<file path="config.mk">
export PLATFORM = sky130hd
export DESIGN_NAME = alu_result_stage
export DESIGN_NICKNAME = d
export VERILOG_FILES = /design/src/rtl/alu_result_stage.sv
export SDC_FILE = /design/constraint.sdc
export NUM_CORES = 1
export LEC_CHECK = 0
export CORE_ASPECT_RATIO = 0.9
export CORE_MARGIN = 3
export CORE_UTILIZATION = 37
export DETAILED_ROUTE_END_ITERATION = 16
export GPL_ROUTABILITY_DRIVEN = 0
export PLACE_DENSITY = 0.78
export SLEW_MARGIN = 20
export SYNTH_ARGS = -nofsm -noshare
export SYNTH_HDL_FRONTEND = slang
export SYNTH_SLANG_ARGS = --single-unit
</file>
<file path="constraint.sdc">
create_clock -name clk -period 6.5 [get_ports clk]
set_clock_uncertainty 0.2 [all_clocks]
set_input_delay 0.975 -clock clk [delete_from_list [all_inputs] [get_ports clk]]
set_output_delay 0.975 -clock clk [all_outputs]
set_load 0.05 [all_outputs]
</file>
<file path="src/rtl/alu_result_stage.sv">
// Registered result stage behind the arithmetic unit: derives result flags, substitutes
// divide-by-zero results, buffers entries in a 2-deep skid buffer and keeps status flags.
module alu_result_stage #(
    parameter int WIDTH = 32,
    parameter int RD_W  = 5
) (
    input  logic             clk,
    input  logic             rst,
    input  logic             in_valid,
    output logic             in_ready,
    input  logic [2:0]       in_opsel,
    input  logic [WIDTH-1:0] in_op_a,
    input  logic [WIDTH-1:0] in_op_b,
    input  logic [WIDTH-1:0] in_result,
    input  logic             in_cf,
    input  logic             in_ovf,
    input  logic [RD_W-1:0]  in_rd,
    input  logic             in_flags_we,
    output logic             out_valid,
    input  logic             out_ready,
    output logic [WIDTH-1:0] out_result,
    output logic [RD_W-1:0]  out_rd,
    output logic [4:0]       out_flags,
    output logic [4:0]       status_flags,
    input  logic             status_clr
);

    typedef enum logic [1:0] {
        EMPTY,
        ONE,
        TWO
    } state_t;

    typedef struct packed {
        logic [WIDTH-1:0] result;
        logic [RD_W-1:0]  rd;
        logic [4:0]       flags;
        logic             flags_we;
    } entry_t;

    state_t           state;
    entry_t           main_q;
    entry_t           skid_q;
    entry_t           new_entry;
    logic             in_ready_q;
    logic [4:0]       status_q;
    logic             accept;
    logic             emit;
    logic             is_div;
    logic             dz;
    logic             invalid_op;
    logic             cv_en;
    logic [WIDTH-1:0] final_result;

    assign accept = in_valid && in_ready_q;
    assign emit   = (state != EMPTY) && out_ready;

    // Flags are formed from the substituted result, so z/n reflect what software sees.
    always_comb begin
        is_div     = (in_opsel == 3'b100) || (in_opsel == 3'b101);
        dz         = is_div && (in_op_b == '0);
        invalid_op = (in_opsel[2:1] == 2'b11);
        cv_en      = (in_opsel[2:1] == 2'b00);

        if (invalid_op)
            final_result = '0;
        else if (dz && (in_opsel == 3'b100))
            final_result = '1;
        else if (dz)
            final_result = in_op_a;
        else
            final_result = in_result;

        new_entry          = '0;
        new_entry.result   = final_result;
        new_entry.rd       = in_rd;
        new_entry.flags    = {dz, cv_en & in_ovf, cv_en & in_cf,
                              final_result[WIDTH-1], (final_result == '0)};
        new_entry.flags_we = in_flags_we;
    end

    // in_ready is tracked as its own register so it never depends on out_ready combinationally.
    always_ff @(posedge clk) begin
        if (rst) begin
            state      <= EMPTY;
            in_ready_q <= 1'b0;
            main_q     <= '0;
            skid_q     <= '0;
        end else begin
            in_ready_q <= 1'b1;
            case (state)
                EMPTY: begin
                    if (accept) begin
                        main_q <= new_entry;
                        state  <= ONE;
                    end
                end
                ONE: begin
                    if (accept && !emit) begin
                        skid_q     <= new_entry;
                        state      <= TWO;
                        in_ready_q <= 1'b0;
                    end else if (accept) begin
                        main_q <= new_entry;
                    end else if (emit) begin
                        state <= EMPTY;
                    end
                end
                TWO: begin
                    if (emit) begin
                        main_q <= skid_q;
                        state  <= ONE;
                    end else begin
                        in_ready_q <= 1'b0;
                    end
                end
                default: state <= EMPTY;
            endcase
        end
    end

    // Sticky dz: a same-edge clear is applied before the emitted entry can set it again.
    always_ff @(posedge clk) begin
        if (rst) begin
            status_q <= '0;
        end else if (emit && main_q.flags_we) begin
            status_q[3:0] <= main_q.flags[3:0];
            status_q[4]   <= (status_q[4] & ~status_clr) | main_q.flags[4];
        end else if (status_clr) begin
            status_q[4] <= 1'b0;
        end
    end

    assign in_ready     = in_ready_q;
    assign out_valid    = (state != EMPTY);
    assign out_result   = main_q.result;
    assign out_rd       = main_q.rd;
    assign out_flags    = main_q.flags;
    assign status_flags = status_q;

endmodule

</file>
==> flow_summary.ini <==
[finish]
layout_common_cells = clkdlybuf4s50_1 (159), dfxtp_1 (92), nand2_1 (67)
diodes = 0
area_delta_synth_final_pct = 33.26
drive_gt1_frac = 0.04978
nets = 794
final_common_cell = clkdlybuf4s50_1
fillers = 1174

[place]
io_buffers = 160
dp_hpwl_mm = 10.16

[worst_setup_path]
endpoint_kind = flop
cp_max_fo = 32
critPathKind = in2reg
startpoint_type = input port
r2r_setup_slack_ps = 3230
critical_path_arrival_ps = 3760
worst-endpoint-required_ps = 6530

[floorplan]
die-area_sq_um = 14550
die_w_microns = 126.8
core_area_sq_um = 12780
die_h_microns = 114.7
fp-row-count = 39
start_util = 0.3801
num_io_pins = 161

[synthesis]
synth_area_sq_um = 4860
synth_cell_types = 37
synthCells = 584
synth.net_count = 700
yosysSeqAreaShare = 0.3790
synth-seq-cells = 92
syn_avg_cell_area_sq_um = 8.321
yosys_warnings = 0

[timing]
finalSetupTns_ps = 0
fin_crit_ps = 3726
finalHoldViolations = 0
setup_viol = 0
rsz0062_at_grt = false
max-slew-margin-rel = 0.2948
worst_pin_slew_ps = 1058
fin_crit_sh = 0.5733
clock.fmax_ghz = 0.2684
drv_slew = 0

[power_and_ir_drop]
powerDensity_nw_per_um2 = 283.4
power_mw = 1.835
vdd.ir_drop.worst_v = 0.0001469
p_leak_nw = 2.112

[detailed_routing]
vias = 4567
drcViolationCount = 0
drt_iter0_markers = 292
postRouteAntennaNets = 0
wirelength_mm = 13.99
vias_per_cell = 5.392
wire_per_inst_microns = 16.51
drt_first_pass_iters = 5

[cts]
clkLatencyLatePin_ps = 330
post-cts-setup-buffers = 0
ctsLongestPathBuffers = 2
numCtsBuffers = 9
path_clk_slew_ps = 70
cts_tree = done
cts.repair.resized = 0
root_buffer = clkbuf_16
cts_hold_buf = 0
clock_sink_count = 92
ctsHtreeMaxLevel = 3

[worst_hold_path]
worstHoldPathType = reg2reg

[outcome]
outcome = finished clean

[run]
maxCapViolations = 0

[global_route]
grt_pass1_wl_mm = 21.80
grt_max_degree = 117
grt.total_usage = 0.1847
grt_pass1_vias = 4400
grt.overflow.total = 0
antenna_found_initial = 0
## through the flow
stage | util | hold WS [ps] | instances | area, sq um | worst slack (ps)
finish | 0.5066 | 255.2 | 847 | 6476 | 2774
global route | 0.5066 | 274.1 | 847 | 6476 | 2508
CTS | 0.5066 | 256.6 | 847 | 6476 | 2721
detailed placement | 0.4831 | 241.9 | 831 | 6176 | 2372
global placement | 0.4831 | 232.7 | 831 | 6176 | 2426
floorplan | - | 224.8 | 584 | 4860 | 4018
## cell type report
cell class | instances | area (sq um) | area share
multi-input cells | 404 | 2465 | 0.3806
flip-flops and latches | 92 | 1842 | 0.2844
repair buffers | 167 | 1649 | 0.2546
clock buffers | 10 | 229.0 | 0.03536
well taps | 164 | 205.2 | 0.03168
clock inverters | 6 | 71.32 | 0.01101
inverters | 4 | 15.01 | 0.002318
## Yosys cell counts
master / instances / area, sq um
a211oi_1: 3 / 22.52
a211oi_2: 4 / 50.05
a211oi_4: 1 / 20.02
a21oi_1: 16 / 80.08
a221oi_1: 1 / 8.760
a311oi_1: 1 / 8.760
a31oi_1: 33 / 206.5
a32oi_1: 1 / 8.760
a41oi_1: 1 / 8.760
buf_1: 1 / 3.750
buf_2: 9 / 45.04
buf_4: 46 / 345.3
buf_6: 7 / 78.83
clkbuf_1: 21 / 78.83
dfxtp_1: 92 / 1842
ha_1: 4 / 50.05
inv_1: 4 / 15.01
mux2i_1: 41 / 410.4
nand2_1: 67 / 251.5
nand2b_1: 33 / 206.5
nand3_1: 8 / 40.04
nand4_1: 5 / 31.28
nor2_1: 19 / 71.32
nor2b_1: 34 / 212.7
nor3_1: 1 / 5.000
nor3_2: 1 / 10.01
nor3b_2: 1 / 12.51
nor4_1: 22 / 137.6
nor4b_1: 1 / 8.760
o211ai_1: 2 / 15.01
o21ai_0: 65 / 325.3
o21ai_1: 3 / 15.01
o221ai_1: 1 / 8.760
o22ai_1: 32 / 200.2
or2_4: 1 / 8.760
or4_1: 1 / 7.510
xor2_1: 1 / 8.760
## layer usage
metal / part of all wire / wire (microns) / track usage / vias up
met2: 0.50 / 6946 / 0.3159 / 187
met1: 0.43 / 5978 / 0.2325 / 2129
met3: 0.052 / 734 / 0.03685 / 24
met5: 0 / 0 / 0 / -
met4: 0.023 / 327 / 0.06648 / 0
li1: - / - / - / 2227
## worst max-delay path, stage by stage
cell and delay, ps:
clkdlybuf4s50_1 450, nor2b_1 250, nor3b_2 770, nand2_1 870
o21ai_0 430
## where the power goes
| part | leakage [nW] | switching [mW] | internal (mW) | total, mW |
|---|---|---|---|---|
| clock | 0.140 | 0.224 | 0.302 | 0.526 |
| combinational | 1.23 | 0.395 | 0.241 | 0.635 |
| sequential | 0.747 | 0.0451 | 0.629 | 0.674 |
| total | 2.11 | 0.664 | 1.17 | 1.84 |
## state kept, by name, summed over array words and instances (netlist names)
register,flops
out_rd,5
state,2
status_flags,5
in_ready,1
out_result,31
main_q,1
skid_q,42
out_flags,5
## final timing paths
path                                             start                       to  cells past startpoint
worst max-delay path                         out_ready  skid_q[25]$_SDFFE_PP0P_                      5
worst min-delay path            skid_q[2]$_SDFFE_PP0P_   skid_q[2]$_SDFFE_PP0P_                      2
worst max register to register   state[0]$_SDFFE_PP0P_  skid_q[25]$_SDFFE_PP0P_                      6
worst min register to register  skid_q[2]$_SDFFE_PP0P_   skid_q[2]$_SDFFE_PP0P_                      2
## cells by family after synthesis
family                   Yosys count  share of synthesized area
AO/OA/AOI/OAI                    164                     0.2013
AND/OR/NAND/NOR                  194                     0.2065
flip-flops                        92                     0.3790
adder cells (fa/ha/maj)            4                    0.01030
XOR/XNOR                           1                   0.001803
buffers and inverters             88                     0.1166
multiplexers                      41                    0.08445
No activity file was read; power rests on OpenSTA's default activity.
